==> src/rtl/dpram_bist_ctrl.sv <==
// Write/read-back BIST controller for the true-dual-port histogram RAMs; sweeps all four port pairings.
// Optional build macro DPRAM_BIST_INVERT_PASS_EN: phases 1 and 3 use the inverted data pattern.
module dpram_bist_ctrl #(
   parameter int unsigned ADDR_WIDTH    = 8,
   parameter int unsigned DATA_WIDTH    = 32,
   parameter int unsigned RD_LATENCY    = 1,
   parameter int unsigned ERR_CNT_WIDTH = 4
) (
   input  logic                     a_clk,
   input  logic                     tb_a_rst,
   input  logic                     start,
   output logic [ADDR_WIDTH-1:0]    a_addr,
   output logic [DATA_WIDTH-1:0]    a_wr_data,
   output logic                     a_wr_en,
   input  logic [DATA_WIDTH-1:0]    a_rd_data,
   output logic [ADDR_WIDTH-1:0]    b_addr,
   output logic [DATA_WIDTH-1:0]    b_wr_data,
   output logic                     b_wr_en,
   input  logic [DATA_WIDTH-1:0]    b_rd_data,
   output logic                     busy,
   output logic                     done,
   output logic                     pass,
   output logic [ERR_CNT_WIDTH-1:0] err_cnt,
   output logic [1:0]               phase
);

   localparam logic [ADDR_WIDTH-1:0]    ADDR_MAX   = '1;
   localparam logic [ERR_CNT_WIDTH-1:0] ERR_MAX    = '1;
   localparam logic [1:0]               DRAIN_LAST = 2'(RD_LATENCY - 1);

   typedef enum logic [2:0] {S_IDLE, S_WRITE, S_READ, S_DRAIN, S_DONE} state_e;

   state_e                   state_q;
   logic [ADDR_WIDTH-1:0]    cnt_q;
   logic [1:0]               phase_q;
   logic [1:0]               drain_q;
   logic [ERR_CNT_WIDTH-1:0] err_q, err_d;
   logic                     busy_q, done_q, pass_q;
   logic [ADDR_WIDTH-1:0]    a_addr_q, b_addr_q;
   logic [DATA_WIDTH-1:0]    a_wr_data_q, b_wr_data_q;
   logic                     a_wr_en_q, b_wr_en_q;
   logic [RD_LATENCY-1:0]    vld_q;
   logic [DATA_WIDTH-1:0]    pat_q [RD_LATENCY];

   logic                     wr_b_c, rd_b_c, nwr_b_c, inv_c, ninv_c, mism_c;
   logic [ADDR_WIDTH-1:0]    nxt_addr_c;
   logic [DATA_WIDTH-1:0]    nxt_pat_c, rd_sel_c;

   // pattern(i) = all-ones minus i, i.e. the bitwise complement of i at DATA_WIDTH bits
   function automatic logic [DATA_WIDTH-1:0] pattern(input logic [ADDR_WIDTH-1:0] idx,
                                                     input logic inv);
      logic [DATA_WIDTH-1:0] p;
      p = ~DATA_WIDTH'(idx);
      return inv ? ~p : p;
   endfunction

`ifdef DPRAM_BIST_INVERT_PASS_EN
   assign inv_c  = phase_q[0];
   assign ninv_c = ~phase_q[0];
`else
   assign inv_c  = 1'b0;
   assign ninv_c = 1'b0;
`endif

   // Phase map write/read: 0 A/A, 1 A/B, 2 B/B, 3 B/A
   assign wr_b_c     = phase_q[1];
   assign rd_b_c     = phase_q[1] ^ phase_q[0];
   assign nwr_b_c    = (phase_q != 2'd0);
   assign nxt_addr_c = cnt_q + ADDR_WIDTH'(1);
   assign nxt_pat_c  = pattern(nxt_addr_c, inv_c);
   assign rd_sel_c   = rd_b_c ? b_rd_data : a_rd_data;
   assign mism_c     = vld_q[RD_LATENCY-1] && (rd_sel_c != pat_q[RD_LATENCY-1]);
   assign err_d      = (mism_c && (err_q != ERR_MAX)) ? err_q + ERR_CNT_WIDTH'(1) : err_q;

   // Read-valid pipeline aligned with RAM read latency
   always_ff @(posedge a_clk or posedge tb_a_rst) begin
      if (tb_a_rst) begin
         vld_q <= '0;
      end else begin
         vld_q[0] <= (state_q == S_READ);
         for (int unsigned j = 1; j < RD_LATENCY; j++) vld_q[j] <= vld_q[j-1];
      end
   end

   always_ff @(posedge a_clk) begin
      pat_q[0] <= pattern(cnt_q, inv_c);
      for (int unsigned j = 1; j < RD_LATENCY; j++) pat_q[j] <= pat_q[j-1];
   end

   // Controller FSM; port outputs default to idle and are driven for the upcoming cycle
   always_ff @(posedge a_clk or posedge tb_a_rst) begin
      if (tb_a_rst) begin
         state_q     <= S_IDLE;
         cnt_q       <= '0;
         phase_q     <= '0;
         drain_q     <= '0;
         err_q       <= '0;
         busy_q      <= 1'b0;
         done_q      <= 1'b0;
         pass_q      <= 1'b0;
         a_addr_q    <= '0;
         a_wr_data_q <= '0;
         a_wr_en_q   <= 1'b0;
         b_addr_q    <= '0;
         b_wr_data_q <= '0;
         b_wr_en_q   <= 1'b0;
      end else begin
         a_addr_q    <= '0;
         a_wr_data_q <= '0;
         a_wr_en_q   <= 1'b0;
         b_addr_q    <= '0;
         b_wr_data_q <= '0;
         b_wr_en_q   <= 1'b0;
         err_q       <= err_d;
         case (state_q)
            S_IDLE, S_DONE: begin
               if (start) begin
                  state_q     <= S_WRITE;
                  cnt_q       <= '0;
                  phase_q     <= '0;
                  err_q       <= '0;
                  busy_q      <= 1'b1;
                  done_q      <= 1'b0;
                  pass_q      <= 1'b0;
                  a_wr_en_q   <= 1'b1;
                  a_wr_data_q <= '1;
               end
            end
            S_WRITE: begin
               if (cnt_q == ADDR_MAX) begin
                  state_q <= S_READ;
                  cnt_q   <= '0;
               end else begin
                  cnt_q <= nxt_addr_c;
                  if (wr_b_c) begin
                     b_addr_q    <= nxt_addr_c;
                     b_wr_en_q   <= 1'b1;
                     b_wr_data_q <= nxt_pat_c;
                  end else begin
                     a_addr_q    <= nxt_addr_c;
                     a_wr_en_q   <= 1'b1;
                     a_wr_data_q <= nxt_pat_c;
                  end
               end
            end
            S_READ: begin
               if (cnt_q == ADDR_MAX) begin
                  state_q <= S_DRAIN;
                  cnt_q   <= '0;
                  drain_q <= '0;
               end else begin
                  cnt_q <= nxt_addr_c;
                  if (rd_b_c) b_addr_q <= nxt_addr_c;
                  else        a_addr_q <= nxt_addr_c;
               end
            end
            S_DRAIN: begin
               if (drain_q == DRAIN_LAST) begin
                  if (phase_q == 2'd3) begin
                     state_q <= S_DONE;
                     busy_q  <= 1'b0;
                     done_q  <= 1'b1;
                     pass_q  <= (err_d == '0);
                  end else begin
                     state_q <= S_WRITE;
                     phase_q <= phase_q + 2'd1;
                     cnt_q   <= '0;
                     if (nwr_b_c) begin
                        b_wr_en_q   <= 1'b1;
                        b_wr_data_q <= ninv_c ? '0 : '1;
                     end else begin
                        a_wr_en_q   <= 1'b1;
                        a_wr_data_q <= ninv_c ? '0 : '1;
                     end
                  end
               end else begin
                  drain_q <= drain_q + 2'd1;
               end
            end
            default: state_q <= S_IDLE;
         endcase
      end
   end

   assign a_addr    = a_addr_q;
   assign a_wr_data = a_wr_data_q;
   assign a_wr_en   = a_wr_en_q;
   assign b_addr    = b_addr_q;
   assign b_wr_data = b_wr_data_q;
   assign b_wr_en   = b_wr_en_q;
   assign busy      = busy_q;
   assign done      = done_q;
   assign pass      = pass_q;
   assign err_cnt   = err_q;
   assign phase     = phase_q;

endmodule

==> config.mk <==
export PLATFORM = sky130hd
export DESIGN_NAME = dpram_bist_ctrl
export DESIGN_NICKNAME = d
export VERILOG_FILES = /design/src/rtl/dpram_bist_ctrl.sv
export SDC_FILE = /design/constraint.sdc
export NUM_CORES = 1
export LEC_CHECK = 0
export ABC_AREA = 1
export ABC_CLOCK_PERIOD_IN_PS = 2400
export BUFFER_PORTS_ARGS = -buffer_cell sky130_fd_sc_hd__buf_2
export CORE_UTILIZATION = 25
export CTS_CLUSTER_SIZE = 25
export DETAILED_ROUTE_END_ITERATION = 10
export GPL_TIMING_DRIVEN = 1
export PLACE_DENSITY = 0.54
export SETUP_SLACK_MARGIN = 0.05
export SYNTH_ARGS = -nofsm -noshare
export SYNTH_HDL_FRONTEND = slang
export SYNTH_SLANG_ARGS = --single-unit
==> constraint.sdc <==
create_clock -name a_clk -period 2.4 [get_ports a_clk]
set_input_delay 0.12 -clock a_clk [delete_from_list [all_inputs] [get_ports a_clk]]
set_output_delay 0.12 -clock a_clk [all_outputs]
set_load 0.05 [all_outputs]
Word level (Yosys, flattened, before mapping)
Memory sizes are Yosys's and may differ from the RTL's.
Index checks and enable logic that the tools add are counted.
Widths: inputs -> output; s select.

cells by class
  mux-type cells = 69
  eq/ne operators = 15
  add/subtract/negate cells = 4
  reduce and logical (&&, ||, !) cells = 16
  bitwise logic cells = 3

operators with widths
  kind                 number
  $mux 32              12
  $mux 8               12
  $pmux 32 s3          1
  $not 8->32           2
  $pmux 32 s2          1
  $ne 32x32->1         1
  $pmux 8 s2           2
  $pmux 8 s3           1
  $mux 1               19
  $reduce_and 4->1     4
  $mux 3               5
  $mux 4               3
  $ne 2x2->1 const B   6
  $pmux 3 s4           1
  $mux 2               5
  $add 8x1->8 const B  1
  $eq 8x8->1 const B   1
  $pmux 1 s2           4
  $pmux 2 s2           2
  $eq 3x2->1 const B   2
  $reduce_bool 2->1    3
  $add 2x1->2 const B  2
  $add 4x1->4 const B  1
  $logic_not 4->1      1
  13 further kinds     15

storage, ports and cells
  memories = 1
  input port bits = 67
  memory bits (writable) = 32
  register bits after elaboration = 105
  output and inout port bits = 91

memories
  name   depth  bits a word  rd ports  clocked after memory_dff  wr ports  line  RTL
  pat_q  1      32           1         0                         1         43    logic [DATA_WIDTH-1:0] pat_q [RD_LATENCY];

Longest topological paths before layout
Gate-level depths: netlist (run 1).

  word-level depth = 10
  mapped depth = 19

Least setup slack after synthesis (run 1)
No wires, ideal clock.

  path type = reg2reg
  start = register phase_q[1], in the netlist phase[1]
  end = register pass_q, in the netlist pass
  stages on the path, launching flop included = 20
  slack = -43 ps
  clock period less this slack = 2443 ps
  data arrival time = 2325 ps
  setup time = 118 ps
  required time = 2282 ps
  cell sequence = dfrtp_1 inv_1 ha_1 buf_6 inv_4 buf_6 nand2_1 nand2_1 nand2_1 nand2_1 nor2_1 nand2_1 nor2_1 nand2_2 nand3_4 nand2_1 o21ai_1 inv_1 nand3_1 nand2_1

between the ends
  word-level cells in the longest chain between the ends = 10
  elaborated cells between the ends (all ways) = 13

ends and longest elaborated chain
  what                      line  RTL
  start: declaration        35    logic [1:0] phase_q;
  start signal: assignment  166   phase_q <= phase_q + 2'd1;
  $xor 1x1->1               67    assign rd_b_c = phase_q[1] ^ phase_q[0];
  $mux 32                   71    assign rd_sel_c = rd_b_c ? b_rd_data : a_rd_data;
  $ne 32x32->1              72    assign mism_c = vld_q[RD_LATENCY-1] && (rd_sel_c != pat_q[RD_LATENCY-1]);
  $logic_and 1x1->1         72
  $logic_and 1x1->1         73    assign err_d = (mism_c && (err_q != ERR_MAX)) ? err_q + ERR_CNT_WIDTH'(1) : err_q;
  $mux 4                    73
  $logic_not 4->1           163   pass_q <= (err_d == '0);
  $mux 1                    159   if (phase_q == 2'd3) begin
  $mux 1                    158   if (drain_q == DRAIN_LAST) begin
  $pmux 1 s2                115   case (state_q)
  end signal: assignment    163
  end: declaration          38    logic busy_q, done_q, pass_q;

Several ways; a longest one is shown, not always the timed one. The select of a mux whose other input is x is not followed.
A chain may end at the register's enable or synchronous reset.

Worst setup path after layout (run 1)
Ends and elaborated chain as after synthesis.

==> parameters.txt, run 1 <==
Parameter                              Value

Synth
  Synth Warn #    0
  Dominant register cell in the synthesized netlist    sky130_fd_sc_hd__dfrtp_1
  Area fraction of the dominant cell type after synthesis    42.1%
  Leading cell types by total area after synthesis    sky130_fd_sc_hd__dfrtp_1 (42%), sky130_fd_sc_hd__nand2_1 (11%), sky130_fd_sc_hd__buf_4 (11%)
  Post-synthesis instance total    417
  Library cell with the largest summed area after synthesis    sky130_fd_sc_hd__dfrtp_1
  Leading post-synthesis cells by instance count    sky130_fd_sc_hd__nand2_1 (101), sky130_fd_sc_hd__inv_1 (61), sky130_fd_sc_hd__dfrtp_1 (57)
  Nets in the synthesized netlist    489
  Post-Synthesis Cell Area    3390 um2
  Async set or reset register ratio after synthesis    87.7%
  Sequential cell area fraction in the yosys report    46.8%
  Average cell area after synthesis    8.13 um2
  Register bit count reported by yosys    65
  Post-synth cell types    31
  Count of flip-flops with a built-in enable after synthesis    0
  Most frequent cell after synthesis    sky130_fd_sc_hd__nand2_1

Timing
  Headroom to the max-slew limit    62.7%
  Final clock period utilization by the worst path    87.2%
  Post-route setup TNS    0 ps
  Clock skew after layout    8.06 ps
  Hold Worst Slack    219 ps
  Shortest clock period the worst path allows after layout    2090 ps
  Pins Over Slew Limit    0
  Slew of the pin with the lowest slew margin    558 ps
  Peak Freq    478 MHz
  Finish-stage setup viols    0
  Hold violation count in the final report    0
  Setup repair after global routing missed its margin    false

Floorplanning
  Rows    42
  Core area    13200 um2
  Full die area    14000 um2
  Chip height    118 um
  Die span in x    118 um
  Top-Level Pins    158
  Initial cell density of the core    25.6%

Critical path
  Flop-to-flop setup slack    310 ps
  Critical-path maximum fanout    12
  Setup crit start kind    register
  Crit path required time    2630 ps
  Path depth of the worst reg2reg path    17
  Arrival time worst endpoint    2320 ps
  Worst setup path class    register to register
  Kind of end point of the critical path    register

CTS
  Sink Count    65
  Number of buffers created by CTS    9
  Number of setup buffers added after CTS    0
  Clock transition at the register clock pins on the worst setup and hold paths after CTS    60 ps
  Clock tree from TritonCTS    done
  Clk Tree Root Cell    sky130_fd_sc_hd__clkbuf_16
  Largest buffer count on any clock path    2
  Htree depth    3
  Clock latency on the worst-skew pair    330 ps

Power
  Total power draw    6.48 mW
  Max rail drop VDD    0.381 mV
  Power density normalized to cell area    1480 nW/um2
  Static Leakage    2.59 nW

Routing
  Routed vias    3015
  Number of nets with antenna violations after routing    0
  Vias per std cell    4.17
  Wire length per cell    11.7 um
  Overall routed net length    8.49 mm
  DRC violations left    0
  Count of TritonRoute iterations in the first routing pass    5
  DRC marker count from the first detailed-route iteration    157

Placement
  Detailed placement HPWL    6.75 mm
  Cell count after placement    706
  Final weighted congestion in routability-driven placement    0.818
  # port buffers    157

Worst hold path
  Worst hold path type    input pin to register
  Min-Delay Path Depth    4

Layout
  Number of standard cells in the final layout excluding fillers    723
  Number of diodes    0
  Final Core Density    33.1%
  Area growth syn-to-layout    29.4%
  Proportion of layout cells with a drive suffix above 1    37.1%
  Final net count    614

GRT
  First-pass GRT wire length    13.5 mm
  Antenna violations before repair    0
  Maximum number of pins on one net before global-route repair    27
  GRT Overall Usage    12.4%
  Via count of the first global-routing pass    2794
  Final global-route overflow total    0

Status
  Status    completed

Flow run
  Max capacitance violation total    0
[critical path: stages (launching register included)]
cell                      delay [ps]
sky130_fd_sc_hd__dfrtp_2         440
sky130_fd_sc_hd__inv_2           120
sky130_fd_sc_hd__ha_4            230
sky130_fd_sc_hd__buf_6           140
sky130_fd_sc_hd__nand2_1          80
sky130_fd_sc_hd__nand2_1          50
sky130_fd_sc_hd__nand2_1          50
sky130_fd_sc_hd__nand2_1          50
sky130_fd_sc_hd__nor2_1          110
sky130_fd_sc_hd__nand2_1          70
sky130_fd_sc_hd__nor2_2          130
sky130_fd_sc_hd__nand2_2         100
sky130_fd_sc_hd__nand3_4          90
sky130_fd_sc_hd__nand2_1          60
sky130_fd_sc_hd__o21ai_1          70
sky130_fd_sc_hd__inv_1            70
sky130_fd_sc_hd__nand3_1          70
sky130_fd_sc_hd__nand2_1          50
[layer usage]
metal	global-route usage [%]	vias up	share of wire, %	wire length (um)
li1	-	1502	-	-
met1	15.2	1389	44	3730
met2	20.8	110	48	4110
met3	3.23	14	5.8	496
met4	4.91	0	1.8	153
met5	0	-	0	0
[registers in the layout, summed over array words and instances, names as in the netlist]
signal     count
done           1
cnt_q          8
a_addr         8
busy           1
err_cnt        4
b_addr         8
state_q        3
phase          2
drain_q        2
b_wr_data      9
pat_q          8
pass           1
vld_q          1
a_wr_data      9
[what timing repair did]
action,CTS,global route
gates resized for setup,0,3
setup endpoints to repair,0,2
endpoints found under the hold margin,23,0
hold buffers,1,0
[path summary, 6_finish.rpt]
| path | from | endpoint |
|---|---|---|
| worst max-delay path | phase[1]$_DFFE_PP0P_ | pass$_DFFE_PP0P_ |
| worst max register to register | phase[1]$_DFFE_PP0P_ | pass$_DFFE_PP0P_ |
| worst min-delay path | start | err_cnt[3]$_DFF_PP0_ |
| max in group asynchronous | tb_a_rst | a_wr_data[0]$_DFF_PP0_ |
| min in group asynchronous | tb_a_rst | b_addr[1]$_DFF_PP0_ |
| worst min register to register | cnt_q[4]$_DFFE_PP0P_ | pat_q[0][4]$_DFF_P_ |
[placed cells by master (no fill, tap or decap), types with 2 or more instances in the layout]
cell / n
sky130_fd_sc_hd__dfxtp_1: 8
sky130_fd_sc_hd__nand4_1: 9
sky130_fd_sc_hd__ha_1: 4
sky130_fd_sc_hd__o21ai_1: 3
sky130_fd_sc_hd__a21oi_1: 17
sky130_fd_sc_hd__clkbuf_16: 9
sky130_fd_sc_hd__nand3_1: 17
sky130_fd_sc_hd__nand2_2: 5
sky130_fd_sc_hd__dfrtp_2: 2
sky130_fd_sc_hd__nor2_2: 2
sky130_fd_sc_hd__clkinv_2: 2
sky130_fd_sc_hd__buf_2: 157
sky130_fd_sc_hd__inv_1: 59
sky130_fd_sc_hd__o21ai_0: 8
sky130_fd_sc_hd__o22ai_1: 7
sky130_fd_sc_hd__nand2_1: 101
sky130_fd_sc_hd__nor2_1: 38
sky130_fd_sc_hd__buf_4: 6
sky130_fd_sc_hd__dfrtp_1: 55
sky130_fd_sc_hd__nor3_1: 6
sky130_fd_sc_hd__inv_2: 5
sky130_fd_sc_hd__xor2_1: 5
sky130_fd_sc_hd__a21oi_2: 2
sky130_fd_sc_hd__o21ai_2: 2
[cell families after synthesis]
family | count (synthesis) | synth area share, %
DFF | 65 | 46.8
adders and majority gates | 5 | 1.84
AOI/OAI and AO/OA | 43 | 7.78
buffers and inverters | 116 | 18.8
and+or+nand+nor | 182 | 23.3
xor gates and xnor gates | 6 | 1.55
[power by group]
group | total [mW] | internal, mW | switching, mW
logic | 3.65 | 0.805 | 2.85
registers | 1.54 | 1.35 | 0.184
clock network | 1.29 | 0.829 | 0.465
[layout make-up]
class,instances,area [um2]
inverters,65,246
well taps,176,220
multi-input cells,236,1180
flip-flops and latches,65,1590
clock buffers,11,243
clock inverters,5,56.3
fillers,1418,8850
repair buffers,165,852
[per-stage QoR]
step,area (um2),setup WS (ps)
after floorplan,3390,140
after global placement,4060,229
after detailed placement,4060,142
after CTS,4370,129
after global routing,4390,111
final,4390,307
No activity file was read; power rests on OpenSTA's default activity.
==> inputs of run 2 (changes only) <==
ABC_CLOCK_PERIOD_IN_PS = 1900   (was 2400)
PLACE_DENSITY = 0.56   (was 0.54)
clock period = 1.9 ns   (was 2.4 ns; I/O delays follow)
==> parameters.txt, run 2 (synthesis results as in run 1) <==
Parameter                              Value

Floorplanning
  Core area    13200 um2 (unchanged)
  Initial cell density of the core    25.6% (unchanged)
  Rows    42 (unchanged)
  Die span in x    118 um (unchanged)
  Full die area    14000 um2 (unchanged)
  Chip height    118 um (unchanged)
  Top-Level Pins    158 (unchanged)

Layout
  Number of standard cells in the final layout excluding fillers    749 (+3.6%)
  Area growth syn-to-layout    41.5%
  Post-route cell area    4800 um2 (+9.4%)
  Commonest non-fill, non-tap cells in the layout    sky130_fd_sc_hd__buf_2 (157), sky130_fd_sc_hd__nand2_1 (93), sky130_fd_sc_hd__inv_1 (55), sky130_fd_sc_hd__dfrtp_1 (55), sky130_fd_sc_hd__nor2_1 (32)
  Number of diodes    0 (unchanged)
  Fill cell count    1398 (-1.4%)
  Proportion of layout cells with a drive suffix above 1    46.1% (+9.0 points)
  Final Core Density    36.2% (+3.1 points)
  Final net count    640 (+4.2%)
  Leading cell type in the layout, fill and taps excluded    sky130_fd_sc_hd__buf_2

Routing
  Overall routed net length    9.12 mm (+7.4%)
  Wire length per cell    12.2 um (+3.7%)
  Vias per std cell    4.21 (+0.91%)
  Count of TritonRoute iterations in the first routing pass    4 (-1)
  Number of nets with antenna violations after routing    0 (unchanged)
  Routed vias    3152 (+4.5%)
  DRC violations left    0 (unchanged)
  DRC marker count from the first detailed-route iteration    139 (-11%)

Critical path
  Crit path required time    2120 ps (-510 ps)
  Kind of end point of the critical path    register
  Arrival time worst endpoint    2300 ps (-20 ps)
  Setup crit start kind    register
  Cell Chain, Critical Path    inv_4 > ha_4 > buf_6 > nand2_2 > nand2_1 > nand2_1 > nand2_1 > nor2_1 > nand2_1 > nor2_2 > nand2_2 > nand3_4 > nand2_1 > o21ai_1 > inv_1 > nand3_1 > nand2_1
  Critical-path maximum fanout    6 (-6)
  Delay of the slowest cell on the worst path    420 ps (-20 ps)
  CP max stage cell    sky130_fd_sc_hd__dfrtp_2
  Cell repeated most along the worst path    sky130_fd_sc_hd__nand2_1
  Worst setup path class    register to register

Placement
  Detailed placement HPWL    6.76 mm (+0.15%)
  # port buffers    157 (unchanged)
  Area after detailed placement    4170 um2 (+2.5%)
  Cell count after placement    716 (+1.4%)
  Final weighted congestion in routability-driven placement    0.873 (+6.7%)

Timing
  Pins Over Slew Limit    0 (unchanged)
  Setup ws final    -173 ps (-480 ps)
  Final clock period utilization by the worst path    109% (+22 points)
  Slew of the pin with the lowest slew margin    568 ps (+9.89 ps)
  Headroom to the max-slew limit    62.0% (-0.73 points)
  Finish-stage setup viols    4 (+4)
  Setup repair after global routing missed its margin    true
  Clock skew after layout    6.14 ps (-1.92 ps)
  Hold violation count in the final report    0 (unchanged)
  Shortest clock period the worst path allows after layout    2070 ps (-20.2 ps)
  Peak Freq    482 MHz (+0.97%)

Power
  Power density normalized to cell area    1870 nW/um2 (+26%)
  Combinational Power Share    57.8% (+1.5 points)
  Reg power frac    21.8% (-1.9 points)
  Total power draw    8.95 mW (+38%)
  Static Leakage    2.76 nW (+6.5%)
  Switching pwr    4.65 mW (+33%)
  Switching share of total power    51.9% (-2.0 points)
  Portion of total power attributed to the clock network    20.3% (+0.3 points)
  Internal power of the cells    4.30 mW (+44%)
  Max rail drop VDD    0.512 mV (+34%)

Worst hold path
  Worst hold path type    input pin to register

Status
  Status    finished with violations
  Violations in the final reports    setup timing

CTS
  Clock tree from TritonCTS    done
  Largest buffer count on any clock path    2 (unchanged)
  Clk Tree Root Cell    sky130_fd_sc_hd__clkbuf_16
  Clock transition at the register clock pins on the worst setup and hold paths after CTS    60 ps (about the same)
  Number of buffers created by CTS    9 (unchanged)
  Htree depth    3 (unchanged)
  Sink Count    65 (unchanged)
  Clock latency on the worst-skew pair    330 ps (about the same)

GRT
  First-pass GRT wire length    14.0 mm (+4.0%)
  Maximum number of pins on one net before global-route repair    37 (+37%)
  GRT Overall Usage    12.8% (+0.38 points)
  Antenna violations before repair    0 (unchanged)
  Final global-route overflow total    0 (unchanged)
  Via count of the first global-routing pass    2921 (+4.5%)

Flow run
  Max capacitance violation total    0 (unchanged)
run 2: changes by cell type in the layout (fill, tap and decap cells not counted), sizes merged:
| cell | previous run | this run |
|---|---|---|
| bufinv | 1 | 2 |
| clkinv | 3 | 2 |
| a31oi | 2 | 3 |
| buf | 164 | 189 |
run 2: layout make-up:
| class | count | area [um2] | area share, % |
|---|---|---|---|
| multi-input combinational | 237 | 1330 | 27.7 |
| tap | 176 | 220 | 4.59 |
| inverter | 65 | 254 | 5.29 |
| timing repair buffer | 190 | 1070 | 22.4 |
| clock inverter | 5 | 77.6 | 1.62 |
| clock buffer | 11 | 253 | 5.27 |
| sequential | 65 | 1590 | 33.1 |
run 2: layer usage:
layer	up-vias	track usage, %	wire length, um	part of all wire (%)
met1	1501	15.6	4000	44
met5	-	0	0	0
met2	85	21.8	4530	50
li1	1555	-	-	-
met4	0	4.43	140	1.5
met3	11	3.23	448	4.9
run 2: per-stage QoR:
step	hold slack [ps]	worst slack, ps	setup TNS [ps]
floorplan	362	-271	-842
global placement	157	-105	-145
detailed placement	158	-202	-380
CTS	195	-130	-196
global route	240	-350	-1100
finish	198	-173	-316
run 2: worst max-delay path: cells and delay by family, from the launching register on:
| family | cells | cell delay [ps] |
|---|---|---|
| AO/OA/AOI/OAI | 1 | 90 |
| AND/OR/NAND/NOR | 12 | 950 |
| flip-flops | 1 | 420 |
| adder cells (fa/ha/maj) | 1 | 240 |
| buffers and inverters | 3 | 280 |
run 2: power groups by stage:
stage          clock, mW  combinational (mW)  sequential, mW
5_1_grt             1.93                5.50            2.01
3_3_place_gp           0                4.74            1.97
4_1_cts             1.86                4.97            1.95
2_1_floorplan          0                3.33            2.75
6_report            1.82                5.18            1.96
3_5_place_dp           0                4.77            1.98
run 2: timing repair:
action	CTS	global route
hold buffers	1	0
endpoints found under the hold margin	21	0
pin swaps	11	11
endpoints found under the setup margin	5	30
buffers inserted	7	8
gates resized for setup	13	39
cloned	0	1
run 2: final timing paths:
kind	startpoint	to	slack [ps]	cells after the start
worst min-delay path	start	busy$_DFFE_PP0P_	200	5
min in group asynchronous	tb_a_rst	a_addr[1]$_DFF_PP0_	340	3
worst max-delay path	phase[1]$_DFFE_PP0P_	pass$_DFFE_PP0P_	-170	17
worst max register to register	phase[1]$_DFFE_PP0P_	pass$_DFFE_PP0P_	-170	17
worst min register to register	cnt_q[1]$_DFFE_PP0P_	pat_q[0][1]$_DFF_P_	490	1
max in group asynchronous	tb_a_rst	b_wr_data[0]$_DFF_PP0_	1010	4
==> inputs of run 3 (changes only) <==
PLACE_DENSITY = 0.51   (was 0.56)
TNS_END_PERCENT = 30   (was not set)
==> parameters.txt, run 3 (synthesis results as in run 1) <==
Parameter                              Value

Status
  Status    finished with violations
  Violations in the final reports    setup timing

Routing
  Met3 routed WL    438 um (-2.2%)
  Overall routed net length    9.02 mm (-1.1%)
  Count of TritonRoute iterations in the first routing pass    4 (unchanged)
  Number of nets with antenna violations after routing    0 (unchanged)
  Routed vias    3082 (-2.2%)
  Vias per std cell    4.15 (-1.4%)
  Top Metal Used    met4
  DRC marker count from the first detailed-route iteration    120 (-14%)
  Wire length per cell    12.1 um (-0.30%)
  DRC violations left    0 (unchanged)
  WL met2    4.56 mm (+0.68%)
  Met1 WL    3.92 mm (-2.0%)

Critical path
  Kind of end point of the critical path    register
  Gate family responsible for the most delay along the worst path    simple AND/OR/NAND/NOR gates
  Worst setup path class    register to register
  Number of buffers and inverters on the critical path    3 (unchanged)
  Setup crit start kind    register
  CP max stage cell    sky130_fd_sc_hd__dfrtp_2
  Critical-path maximum fanout    7 (+1)
  Arrival time worst endpoint    2240 ps (-60 ps)
  Delay of the slowest cell on the worst path    420 ps (about the same)
  Crit path required time    2120 ps (about the same)
  Cell Chain, Critical Path    inv_4 > ha_4 > buf_4 > nand2_1 > nand2_1 > nand2_1 > nand2_1 > nor2_1 > nand2_1 > nor2_4 > nand2_4 > nand3_4 > nand2_1 > o21ai_1 > inv_1 > nand3_1 > nand2_1
  Cell repeated most along the worst path    sky130_fd_sc_hd__nand2_1

Layout
  Proportion of layout cells with a drive suffix above 1    45.5% (-0.57 points)
  Final Core Density    36.2% (unchanged)
  Post-route cell area    4800 um2 (unchanged)
  Number of diodes    0 (unchanged)
  Leading cell type in the layout, fill and taps excluded    sky130_fd_sc_hd__buf_2
  Commonest non-fill, non-tap cells in the layout    sky130_fd_sc_hd__buf_2 (157), sky130_fd_sc_hd__nand2_1 (84), sky130_fd_sc_hd__inv_1 (55), sky130_fd_sc_hd__dfrtp_1 (55), sky130_fd_sc_hd__nor2_1 (34)
  Area growth syn-to-layout    41.5% (unchanged)
  Final net count    634 (-0.94%)
  Fill cell count    1400 (+0.14%)
  Number of standard cells in the final layout excluding fillers    743 (-0.80%)

CTS
  Clock latency on the worst-skew pair    330 ps (about the same)
  Htree depth    3 (unchanged)
  Sink Count    65 (unchanged)
  Clk Tree Root Cell    sky130_fd_sc_hd__clkbuf_16
  Clock transition at the register clock pins on the worst setup and hold paths after CTS    50 ps (about the same)
  Largest buffer count on any clock path    2 (unchanged)
  Number of buffers created by CTS    9 (unchanged)
  Clock tree from TritonCTS    done

Timing
  Peak Freq    494 MHz (+2.3%)
  Final clock period utilization by the worst path    107% (-2.5 points)
  Finish-stage setup viols    2 (-2)
  Post-route setup TNS    -186 ps (+129 ps)
  Headroom to the max-slew limit    55.7% (-6.3 points)
  Hold Worst Slack    250 ps (+52.0 ps)
  Clock skew after layout    7.66 ps (+1.52 ps)
  Hold violation count in the final report    0 (unchanged)
  Pins Over Slew Limit    0 (unchanged)
  Setup repair after global routing missed its margin    true
  Slew of the pin with the lowest slew margin    664 ps (+95.8 ps)
  Setup ws final    -126 ps (+47.3 ps)
  Shortest clock period the worst path allows after layout    2030 ps (-47.3 ps)

Power
  Switching share of total power    52.4% (+0.47 points)
  Combinational Power Share    58.2% (+0.4 points)
  Reg power frac    22.2% (+0.4 points)
  Power density normalized to cell area    1840 nW/um2 (-1.5%)
  Portion of total power attributed to the clock network    19.6% (-0.7 points)
  Switching pwr    4.62 mW (-0.63%)
  Max rail drop VDD    0.550 mV (+7.5%)
  Internal power of the cells    4.20 mW (-2.5%)
  Total power draw    8.82 mW (-1.5%)
  Static Leakage    2.78 nW (+0.76%)

GRT
  GRT Overall Usage    12.6% (-0.20 points)
  Antenna violations before repair    0 (unchanged)
  Via count of the first global-routing pass    2809 (-3.8%)
  Maximum number of pins on one net before global-route repair    32 (-14%)
  Final global-route overflow total    0 (unchanged)
  First-pass GRT wire length    13.7 mm (-2.2%)

Placement
  Worst slack after detailed placement    -150 ps (+52.3 ps)
  Area after detailed placement    4170 um2 (+0.18%)
  Cell count after placement    717 (+0.14%)
  Detailed placement HPWL    6.78 mm (+0.31%)
  Final weighted congestion in routability-driven placement    0.830 (-4.9%)
  # port buffers    157 (unchanged)

Floorplanning
  Core area    13200 um2 (unchanged)
  Die span in x    118 um (unchanged)
  Initial cell density of the core    25.6% (unchanged)
  Top-Level Pins    158 (unchanged)
  Full die area    14000 um2 (unchanged)
  Rows    42 (unchanged)
  Chip height    118 um (unchanged)

Flow run
  Max capacitance violation total    0 (unchanged)

Worst hold path
  Worst hold path type    input pin to register
## run 3: metal layers
layer,vias to the layer above,GRT usage [%]
li1,1548,-
met3,9,3.47
met5,-,0
met4,0,4.27
met1,1451,15.9
met2,74,20.7
## run 3: final timing paths
kind,start,to,slack (ps),depth (start not counted)
max,phase[1]$_DFFE_PP0P_,pass$_DFFE_PP0P_,-130,17
max in group asynchronous,tb_a_rst,cnt_q[5]$_DFFE_PP0P_,890,4
max reg2reg,phase[1]$_DFFE_PP0P_,pass$_DFFE_PP0P_,-130,17
min reg2reg,drain_q[0]$_DFFE_PP0P_,drain_q[0]$_DFFE_PP0P_,480,2
min,start,phase[0]$_DFFE_PP0P_,250,5
min in group asynchronous,tb_a_rst,b_addr[7]$_DFF_PP0_,420,3
## run 3: layout make-up
class | instances | area [um2] | share of cell area (%)
flip-flops and latches | 65 | 1590 | 33.1
multi-input cells | 237 | 1390 | 28.9
repair buffers | 184 | 1030 | 21.5
clock buffers | 14 | 284 | 5.92
inverters | 65 | 254 | 5.29
well taps | 176 | 220 | 4.59
clock inverters | 2 | 35.0 | 0.730
## run 3: what timing repair did
item | CTS | global route
hold endpoints to repair | 29 | 0
resized for setup | 3 | 55
hold buffers | 1 | 0
cloned | 0 | 1
setup endpoints to repair | 5 | 35
pin swaps | 5 | 23
buffers inserted | 1 | 7
## run 3: power by group through the flow
stage	registers [mW]	clock network [mW]	logic [mW]
after floorplan	2.75	0	3.33
after global placement	1.96	0	4.75
after detailed placement	1.97	0	4.77
after CTS	1.94	1.76	4.82
after global routing	2.01	1.83	5.45
final	1.96	1.73	5.13
## run 3: worst register-to-register path: cells and delay by family (launching register included)
kind / cells / cell delay [ps]
AOI/OAI and AO/OA: 1 / 70
and+or+nand+nor: 12 / 890
adders and majority gates: 1 / 240
DFF: 1 / 420
buffers and inverters: 3 / 290
